--- src/rtl/remote_pkg.sv ---
// remote_pkg: shared widths, decoder state encoding and controller-word redundancy check
package remote_pkg;
    localparam int BUTTON_W = 8;
    localparam int CTRL_WORD_W = 16;
    typedef enum logic [1:0] {IDLE, RX, CHECK} rxdec_state_t;
    function automatic logic ctrl_word_ok(input logic [CTRL_WORD_W-1:0] w);
        return w[CTRL_WORD_W-1:BUTTON_W] == w[BUTTON_W-1:0];
    endfunction
endpackage

--- src/rtl/rx_button_decoder_if.sv ---
// rx_button_decoder_if: payload word stream in, button status out.
// RX_DECODER_STATS_EN adds the good_cnt/err_cnt frame counters.
interface rx_button_decoder_if;
    import remote_pkg::*;
    logic                   axiiv;
    logic [CTRL_WORD_W-1:0] axiid;
    logic [BUTTON_W-1:0]    buttons;
    logic                   buttons_valid;
    logic                   link_up;
    logic                   frame_err;
`ifdef RX_DECODER_STATS_EN
    logic [15:0]            good_cnt;
    logic [15:0]            err_cnt;
    modport master(output axiiv, axiid, input buttons, buttons_valid, link_up, frame_err, good_cnt, err_cnt);
    modport slave(input axiiv, axiid, output buttons, buttons_valid, link_up, frame_err, good_cnt, err_cnt);
`else
    modport master(output axiiv, axiid, input buttons, buttons_valid, link_up, frame_err);
    modport slave(input axiiv, axiid, output buttons, buttons_valid, link_up, frame_err);
`endif
endinterface

--- src/rtl/link_watchdog.sv ---
// link_watchdog: counts cycles while the link is up; timeout is high on the last allowed cycle.
module link_watchdog #(
    parameter int TIMEOUT_CYCLES = 5_000_000
) (
    input  logic clk,
    input  logic rst,
    input  logic kick,
    input  logic active,
    output logic timeout
);
    localparam int TW = $clog2(TIMEOUT_CYCLES + 1);
    localparam logic [TW-1:0] LAST = TW'(TIMEOUT_CYCLES - 1);
    logic [TW-1:0] r_timer;
    assign timeout = active && r_timer == LAST;
    always_ff @(posedge clk or posedge rst) begin
        if (rst) r_timer <= '0;
        else if (kick) r_timer <= '0;
        else if (active && r_timer != LAST) r_timer <= r_timer + 1'b1;
    end
endmodule

--- src/rtl/rx_button_decoder.sv ---
// rx_button_decoder: pulls the controller word out of each RX frame and publishes buttons with a link watchdog.
// RX_DECODER_STATS_EN adds good/err frame counters on the interface.
module rx_button_decoder
    import remote_pkg::*;
#(
    parameter int PAYLOAD_IDX    = 12,
    parameter int TIMEOUT_CYCLES = 5_000_000,
    parameter int IDX_W          = 8
) (
    input logic               clk,
    input logic               rst,
    rx_button_decoder_if.slave bus
);
    localparam logic [IDX_W-1:0] IDX_MAX = '1;
    localparam logic [IDX_W-1:0] CAP_IDX = IDX_W'(PAYLOAD_IDX);
    rxdec_state_t           r_state, w_next;
    logic [IDX_W-1:0]       r_idx;
    logic [CTRL_WORD_W-1:0] r_cap_word;
    logic                   r_have_word, r_prev_low;
    logic [BUTTON_W-1:0]    r_buttons;
    logic                   r_buttons_valid, r_link_up, r_frame_err;
    logic                   w_accept, w_commit, w_reject, w_timeout;
    always_ff @(posedge clk or posedge rst) begin
        if (rst) r_state <= IDLE;
        else r_state <= w_next;
    end
    // a frame may only start on a low->high edge of axiiv, so a frame in flight at reset release is skipped
    always_comb begin
        w_next   = r_state;
        w_accept = 1'b0;
        w_commit = 1'b0;
        w_reject = 1'b0;
        case (r_state)
            IDLE: begin
                w_accept = bus.axiiv && r_prev_low;
                w_next   = w_accept ? RX : IDLE;
            end
            RX: begin
                w_accept = bus.axiiv;
                w_next   = bus.axiiv ? RX : CHECK;
            end
            CHECK: begin
                w_commit = r_have_word && ctrl_word_ok(r_cap_word);
                w_reject = !w_commit;
                w_next   = IDLE;
            end
            default: w_next = IDLE;
        endcase
    end
    always_ff @(posedge clk or posedge rst) begin
        if (rst) begin
            r_idx       <= '0;
            r_cap_word  <= '0;
            r_have_word <= 1'b0;
            r_prev_low  <= 1'b0;
        end else begin
            r_prev_low <= !bus.axiiv;
            if (r_state == CHECK) begin
                r_idx       <= '0;
                r_have_word <= 1'b0;
            end else if (w_accept) begin
                if (r_idx != IDX_MAX) r_idx <= r_idx + 1'b1;
                if (r_idx == CAP_IDX && !r_have_word) begin
                    r_cap_word  <= bus.axiid;
                    r_have_word <= 1'b1;
                end
            end
        end
    end
    // a commit on the timeout cycle wins: link stays up and the watchdog restarts
    always_ff @(posedge clk or posedge rst) begin
        if (rst) begin
            r_buttons       <= '0;
            r_buttons_valid <= 1'b0;
            r_link_up       <= 1'b0;
            r_frame_err     <= 1'b0;
        end else begin
            r_buttons_valid <= w_commit;
            r_frame_err     <= w_reject;
            r_link_up       <= w_commit || (r_link_up && !w_timeout);
            r_buttons       <= w_commit ? r_cap_word[BUTTON_W-1:0] : w_timeout ? '0 : r_buttons;
        end
    end
    link_watchdog #(.TIMEOUT_CYCLES(TIMEOUT_CYCLES)) u_watchdog (
        .clk    (clk),
        .rst    (rst),
        .kick   (w_commit),
        .active (r_link_up),
        .timeout(w_timeout)
    );
    assign bus.buttons       = r_buttons;
    assign bus.buttons_valid = r_buttons_valid;
    assign bus.link_up       = r_link_up;
    assign bus.frame_err     = r_frame_err;
`ifdef RX_DECODER_STATS_EN
    logic [15:0] r_good_cnt, r_err_cnt;
    always_ff @(posedge clk or posedge rst) begin
        if (rst) begin
            r_good_cnt <= '0;
            r_err_cnt  <= '0;
        end else begin
            if (w_commit) r_good_cnt <= r_good_cnt + 1'b1;
            if (w_reject) r_err_cnt <= r_err_cnt + 1'b1;
        end
    end
    assign bus.good_cnt = r_good_cnt;
    assign bus.err_cnt  = r_err_cnt;
`endif
endmodule

--- src/flat_wrapper.sv ---
// flat-port wrapper written by rule: the top's interface ports become plain ports
module rx_button_decoder_flat import remote_pkg::*;
#(
    parameter int PAYLOAD_IDX    = 12,
    parameter int TIMEOUT_CYCLES = 5_000_000,
    parameter int IDX_W          = 8
)
  (clk, rst, bus_axiiv, bus_axiid, bus_buttons, bus_buttons_valid, bus_link_up, bus_frame_err);
  rx_button_decoder_if bus_i ();
  input logic clk;
  input logic rst;
  input wire logic [$bits(bus_i.axiiv)-1:0] bus_axiiv;
  input wire logic [$bits(bus_i.axiid)-1:0] bus_axiid;
  output wire logic [$bits(bus_i.buttons)-1:0] bus_buttons;
  output wire logic [$bits(bus_i.buttons_valid)-1:0] bus_buttons_valid;
  output wire logic [$bits(bus_i.link_up)-1:0] bus_link_up;
  output wire logic [$bits(bus_i.frame_err)-1:0] bus_frame_err;
  assign bus_i.axiiv = bus_axiiv;
  assign bus_i.axiid = bus_axiid;
  assign bus_buttons = bus_i.buttons;
  assign bus_buttons_valid = bus_i.buttons_valid;
  assign bus_link_up = bus_i.link_up;
  assign bus_frame_err = bus_i.frame_err;
  rx_button_decoder #(.PAYLOAD_IDX(PAYLOAD_IDX), .TIMEOUT_CYCLES(TIMEOUT_CYCLES), .IDX_W(IDX_W)) u_core (.clk(clk), .rst(rst), .bus(bus_i));
endmodule
--- config.mk ---
export PLATFORM = sky130hd
export DESIGN_NAME = rx_button_decoder_flat
export DESIGN_NICKNAME = d
export VERILOG_FILES = /design/src/rtl/remote_pkg.sv /design/src/rtl/rx_button_decoder_if.sv /design/src/rtl/link_watchdog.sv /design/src/rtl/rx_button_decoder.sv /design/src/flat_wrapper.sv
export SDC_FILE = /design/constraint.sdc
export NUM_CORES = 1
export LEC_CHECK = 0
export BUFFER_PORTS_ARGS = -buffer_cell sky130_fd_sc_hd__buf_2
export CAP_MARGIN = 15
export CORE_ASPECT_RATIO = 0.75
export CORE_MARGIN = 8
export CORE_UTILIZATION = 60
export DETAILED_ROUTE_END_ITERATION = 10
export PLACE_DENSITY = 0.81
export RECOVER_POWER = 100
export SYNTH_ARGS = -nofsm -noshare
export SYNTH_HDL_FRONTEND = slang
export SYNTH_HIERARCHICAL = 1
export SYNTH_SLANG_ARGS = --single-unit
export TNS_END_PERCENT = 30
--- constraint.sdc ---
create_clock -name clk -period 5.2 [get_ports clk]
set_clock_uncertainty 0.05 [all_clocks]
set_input_delay 0.78 -clock clk [delete_from_list [all_inputs] [get_ports clk]]
set_output_delay 0.78 -clock clk [all_outputs]
set_load 0.01 [all_outputs]
==> results.sh, run 1 <==
export IMPL_status="finished, violations left"
export IMPL_violations="capacitance limit, slew limit"
export IMPL_crit_start="u_core/r_cap_word[2]"
export IMPL_period_needed_ps=2850
export IMPL_tns_ps=0
export IMPL_cp_end_kind="flop"
export IMPL_io_buffers=29
export IMPL_internal_power_uw=834
export IMPL_yosysSeqAreaShare=0.495
export IMPL_grt_max_degree=40
export IMPL_drive_gt1_frac=0.161
export IMPL_diodes=0
export IMPL_grt_use_total=0.173
export IMPL_crit_arrival_ps=3030
export IMPL_tightest_slew_ps=2050
export IMPL_grt_pass1_vias=2163
export IMPL_netlist_instances=284
export IMPL_yosys_warnings=6
export IMPL_irDropWorstVdd_uv=187
export IMPL_start_kind="flop"
export IMPL_antenna_left=0
export IMPL_cts_sinks=62
export IMPL_post_cts_resized=0
export IMPL_leakage_nw=1.62
export IMPL_grt_setup_unrepaired="false"
export IMPL_ios=30
export IMPL_sw_frac_of_total=0.314
export IMPL_hold_class="flop to flop"
export IMPL_first_pass_iters=4
export IMPL_drv_slew=40
export IMPL_route_detailed_drc=0
export IMPL_post_cts_buffers=0
export IMPL_cts_buffers=9
export IMPL_setup_viol_count_final=0
export IMPL_finalHoldViolCount=0
export IMPL_n_fill_cell=387
export IMPL_r2r_start="u_core/r_cap_word[2]"
export IMPL_power_density_nw_per_um2=356
export IMPL_post_route_period_util=0.549
export IMPL_die_height_um=78.6
export IMPL_clk_pin_slew_ps=70
export IMPL_synth_edf_count=0
export IMPL_combPwrFrac=0.186
export IMPL_synth_seq_cells=62
export IMPL_gr_total_overflow=0
export IMPL_cp_max_fo=28
export IMPL_syn_nets=306
export IMPL_synth_ff_type="dfrtp_1"
export IMPL_clockBufferDepth=2
export IMPL_hpwlAfterDp_um=4420
export IMPL_ys_types=47
export IMPL_hp_start="u_core/r_state[1]"
export IMPL_root_buffer="clkbuf_8"
export IMPL_finalWirelength_um=6250
export IMPL_h_tree_depth=3
export IMPL_dieArea_um2=7810
export IMPL_layout_nets=340
export IMPL_maxCapViolations=1
export IMPL_start_util=0.632
export IMPL_syn_area_per_cell_um2=11.0
export IMPL_area_growth_pct=9.11
export IMPL_cp_data_required_time_ps=5370
export IMPL_hold_buffers=0
export IMPL_synth_area_um2=3130
export IMPL_timing_fmax_mhz=350
export IMPL_clkLatencyLatePin_ps=340
export IMPL_vias=2278
export IMPL_die_width_um=99.4
export IMPL_clkPwrFrac=0.298
export IMPL_routedWlPerCell_um=16.3
export IMPL_via_per_inst=5.95
export IMPL_crit_type="flop to flop"
export IMPL_p_seq_frac=0.516
export IMPL_gp_congestion=0.826
export IMPL_rows=22
export IMPL_async_reset_ff_frac=1.00
export IMPL_drt_iter0_drc=187
export IMPL_relSlewSlack=-0.367
export IMPL_antenna_found_initial=0
export IMPL_cts_tree="yes"
export IMPL_core_um2=4950
export IMPL_power_total_mw=1.22
export IMPL_grt_first_pass_wirelength_um=10700
export IMPL_p_sw_uw=382
Yosys cell counts, types with 4 or more instances:
master	number	share of area
a21oi_1	10	0.016
nor3_1	7	0.011
o21ai_1	5	0.0080
nand4_1	6	0.012
or3_1	7	0.014
o21ai_0	6	0.0096
or4_1	7	0.017
xor2_1	15	0.042
and3_1	5	0.010
clkbuf_1	4	0.0048
mux2_4	9	0.043
nand2_1	12	0.014
o31ai_1	4	0.0096
nor2_1	21	0.025
nor2b_1	14	0.028
nor3b_1	5	0.012
inv_1	12	0.014
nand3_1	11	0.018
dfrtp_1	62	0.50
nand2b_1	5	0.010
mux2_2	14	0.050
metal layers:
metal | global-route usage | part of all wire | vias up
met4 | 0.0542 | 0.0099 | 0
li1 | - | - | 1103
met1 | 0.237 | 0.49 | 1101
met2 | 0.240 | 0.43 | 66
met3 | 0.0740 | 0.073 | 8
met5 | 0 | 0 | -
cell type report:
| cell class | count | area (um^2) | area share |
|---|---|---|---|
| Clock inverter | 5 | 36.3 | 0.0106 |
| Inverter | 12 | 45.0 | 0.0132 |
| Sequential cell | 62 | 1550 | 0.454 |
| Tap cell | 60 | 75.1 | 0.0220 |
| Timing Repair Buffer | 30 | 133 | 0.0388 |
| Clock buffer | 11 | 131 | 0.0384 |
| Multi-Input combinational cell | 203 | 1450 | 0.423 |
cell families (layout without fill, tap and decap cells):
| family | Yosys count | in the layout | share of synthesized area |
|---|---|---|---|
| simple gates | 118 | 118 | 0.223 |
| flops | 62 | 62 | 0.495 |
| compound gates | 39 | 39 | 0.0871 |
| mux | 28 | 28 | 0.110 |
| buf+inv | 19 | 58 | 0.0303 |
| xor+xnor | 15 | 15 | 0.0419 |
| fa+ha+maj | 3 | 3 | 0.0120 |
sequential cells by signal, summed over array words and instances, names as in the netlist:
register / cells
u_core/r_have_word: 1
u_core/r_idx: 8
u_core/bus.frame_err: 1
u_core/r_cap_word: 16
u_core/bus.buttons: 8
u_core/r_state: 2
u_core/u_watchdog/r_timer: 23
u_core/r_prev_low: 1
u_core/bus.buttons_valid: 1
u_core/bus.link_up: 1
per-stage QoR:
| step | hold slack (ps) | std cells | setup WS (ps) | area (um^2) | util |
|---|---|---|---|---|---|
| finish | 451 | 383 | 2350 | 3420 | 0.690 |
| global route | 474 | 383 | 2060 | 3420 | 0.690 |
| CTS | 451 | 383 | 2530 | 3480 | 0.702 |
| detailed placement | 440 | 367 | 2550 | 3310 | 0.668 |
| global placement | 429 | 367 | 2610 | 3310 | 0.668 |
| floorplan | 405 | 284 | 2830 | 3130 | - |
power groups by stage:
stage          Clock [mW]  Sequential (mW)  Combinational [mW]
3_3_place_gp            0            0.633               0.241
2_1_floorplan           0            0.609               0.212
4_1_cts             0.374            0.628               0.250
6_report            0.363            0.628               0.226
3_5_place_dp            0            0.636               0.247
5_1_grt             0.395            0.640               0.254
layout by cell type (no fill, tap or decap), drive strengths merged, types with 7 or more instances in the layout:
cell type / count
nand2: 12
nor2: 21
xor2: 15
or4: 7
a21oi: 10
dfrtp: 62
nor2b: 14
nand3: 13
or3: 7
o21ai: 11
mux2: 25
buf: 16
clkbuf: 25
nand4: 7
inv: 12
nor3: 8
worst max-delay path, cell delays in order, from the launching register on:
cell and delay (ps):
dfrtp_1 410, xor2_1 180, a221oi_1 310, nand4_1 520
inv_1 840, nor2_1 100, mux2_1 310
final timing paths:
check | endpoint | slack, ps | depth (start not counted)
setup / recovery | u_core/u_watchdog/r_timer[9] | 2350 | 6
hold / removal | u_core/r_state[1] | 450 | 1
setup reg to reg | u_core/u_watchdog/r_timer[9] | 2350 | 6
hold reg to reg | u_core/r_state[1] | 450 | 1
max in group asynchronous | u_core/r_cap_word[3] | 2810 | 3
min in group asynchronous | u_core/u_watchdog/r_timer[1] | 560 | 2
No activity file was read; power rests on OpenSTA's default activity.
==> run 2, diff against run 1 <==
--- a/config.mk
+++ b/config.mk
@@ -9,9 +9,9 @@
 export CAP_MARGIN = 15
 export CORE_ASPECT_RATIO = 0.75
 export CORE_MARGIN = 8
-export CORE_UTILIZATION = 60
+export CORE_UTILIZATION = 59
 export DETAILED_ROUTE_END_ITERATION = 10
-export PLACE_DENSITY = 0.81
+export PLACE_DENSITY = 0.79
 export RECOVER_POWER = 100
 export SYNTH_ARGS = -nofsm -noshare
 export SYNTH_HDL_FRONTEND = slang
==> constraint.sdc (replaced) <==
create_clock -name clk -period 2.9 [get_ports clk]
set_clock_uncertainty 0.05 [all_clocks]
set_input_delay 0.435 -clock clk [delete_from_list [all_inputs] [get_ports clk]]
set_output_delay 0.435 -clock clk [all_outputs]
set_load 0.01 [all_outputs]
==> run 2 against run 1 <==
  * The run still ends with capacitance limit, slew limit left
  * Register-to-register slack got worse by 2000 ps
  * Sequential power rose by 80%
  * Clock power rose by 140%
  * Via count fell by 1.0%
  * Global-route usage rose by 0.099 points
  * Setup slack got worse by 2000 ps
  * First-iteration DRC count fell by 29%
  * Combinational power rose by 80%
  * Fmax rose by 13%
  * Sequential share of layout area fell by 1.1 points
  * Worst hold slack got worse by 210 ps
  * Critical endpoint unchanged
  * Largest cell class unchanged
  * Largest power group unchanged
  * Highest routed layer unchanged
==> results.sh, run 2 (synthesized netlist as in run 1, its figures left out) <==
export IMPL_whs_ps=238
export IMPL_grt_first_pass_wirelength_um=10800
export IMPL_slowest_delay_ps=540
export IMPL_timing_rr_end="u_core/u_watchdog/r_timer[9]"
export IMPL_cp_endpoint="u_core/u_watchdog/r_timer[9]"
export IMPL_grt_pass1_vias=2229
export IMPL_largestRegisters="u_core/u_watchdog/r_timer (23), u_core/r_cap_word (16)"
export IMPL_maxCapViolations=1
export IMPL_clockBufferDepth=2
export IMPL_timing_fmax_mhz=398
export IMPL_fin_util=0.668
export IMPL_status="finished, violations left"
export IMPL_crit_arrival_ps=2680
export IMPL_crit_buf_inv=1
export IMPL_dieArea_um2=7920
export IMPL_irDropWorstVdd_uv=460
export IMPL_cp_max_fo=15
export IMPL_path_delay_family="simple AND/OR/NAND/NOR gates"
export IMPL_reg2reg_slack_ps=390
export IMPL_die_height_um=79.1
export IMPL_stdcell_count=401
export IMPL_vias=2255
export IMPL_start_util=0.598
export IMPL_post_cts_resized=0
export IMPL_crit_start="u_core/r_state[0]"
export IMPL_layout_nets=343
export IMPL_n_fill_cell=420
export IMPL_setup_viol_count_final=0
export IMPL_violations="capacitance limit, slew limit"
export IMPL_drt_iter0_drc=132
export IMPL_rows=23
export IMPL_cp_end_kind="flop"
export IMPL_area_growth_pct=11.7
export IMPL_routedWlPerCell_um=16.1
export IMPL_reg2reg_depth=6
export IMPL_cts_tree="yes"
export IMPL_gp_congestion=0.831
export IMPL_power_density_nw_per_um2=687
export IMPL_final_cell_mix="62 x dfrtp_1, 21 x nor2_1, 17 x buf_2"
export IMPL_antenna_left=0
export IMPL_crit_type="flop to flop"
export IMPL_dp_cells=385
export IMPL_cts_buffers=9
export IMPL_drive_gt1_frac=0.163
export IMPL_first_pass_iters=4
export IMPL_cts_sinks=62
export IMPL_finalWirelength_um=6440
export IMPL_crit_chain="nand2b_1, nor3_1, nand4_1, inv_1, nor2_1, mux2_1"
export IMPL_gr_total_overflow=0
export IMPL_largest_reg_flops=23
export IMPL_hold_buffers=0
export IMPL_antenna_found_initial=0
export IMPL_via_per_inst=5.62
export IMPL_final_common_cell="dfrtp_1"
export IMPL_drv_slew=40
export IMPL_start_kind="flop"
export IMPL_leakage_nw=1.66
export IMPL_regMostFlops="u_core/u_watchdog/r_timer"
export IMPL_grt_setup_unrepaired="false"
export IMPL_setup_ws_ps=385
export IMPL_core_um2=5240
export IMPL_place_ws_ps=591
export IMPL_h_tree_depth=3
export IMPL_r2r_start="u_core/r_state[0]"
export IMPL_finalHoldViolCount=0
export IMPL_clkLatencyLatePin_ps=340
export IMPL_cp_data_required_time_ps=3070
export IMPL_die_width_um=100
export IMPL_clk_pin_slew_ps=70
export IMPL_relSlewSlack=-0.390
export IMPL_crit_slowest_cell="inv_1"
export IMPL_period_needed_ps=2510
export IMPL_grt_use_total=0.174
export IMPL_tightest_slew_ps=2090
export IMPL_diodes=0
export IMPL_root_buffer="clkbuf_8"
export IMPL_post_cts_buffers=0
export IMPL_tns_ps=0
export IMPL_ios=30
export IMPL_hold_class="primary input to async pin"
export IMPL_grt_max_degree=40
export IMPL_route_detailed_drc=0
export IMPL_io_buffers=29
export IMPL_hpwlAfterDp_um=4370
export IMPL_cp_depth=6
export IMPL_post_route_period_util=0.867
run 2: layout make-up:
class	instances	area, um^2	area share
Multi-Input combinational cell	203	1420	0.406
Sequential cell	62	1550	0.443
Clock buffer	13	169	0.0482
Timing Repair Buffer	33	156	0.0447
Clock inverter	3	65.1	0.0186
Inverter	12	45.0	0.0129
Tap cell	75	93.8	0.0268
run 2: stage by stage:
stage                     power (mW)  instance area, um^2
final                           2.40                 3500
after global placement          1.58                 3350
after global routing            2.53                 3500
after detailed placement        1.59                 3350
after CTS                       2.48                 3590
after floorplan                 1.47                 3130
run 2: worst min-delay path by stage:
stage / from / end / slack [ps]
floorplan: rst / u_core/u_watchdog/r_timer[0] / 390
CTS: rst / u_core/r_idx[5] / 170
global route: bus_axiid[3] / u_core/r_cap_word[3] / 250
detailed placement: u_core/r_state[1] / u_core/r_state[1] / 450
global placement: u_core/r_state[1] / u_core/r_state[1] / 430
finish: rst / u_core/u_watchdog/r_timer[19] / 240
run 2: layer usage:
layer  up-vias  part of all wire  global-route usage  wire (um)
met4         0            0.0051              0.0466         33
met5         -                 0                   0          0
li1       1103                 -                   -          -
met3         4             0.054              0.0672        351
met2        48              0.46               0.254       2930
met1      1100              0.48               0.236       3120
run 2: worst reg2reg max path: cells and delay by family (launching register included):
family        cells  cell delay [ps]
simple gates      4             1100
buf+inv           1              540
flops             1              410
mux               1              310
run 2: power by group:
group	internal [mW]	leakage [nW]	switching (mW)
registers	0.987	0.851	0.138
clock network	0.553	0.120	0.319
logic	0.198	0.688	0.208
total	1.74	1.66	0.665
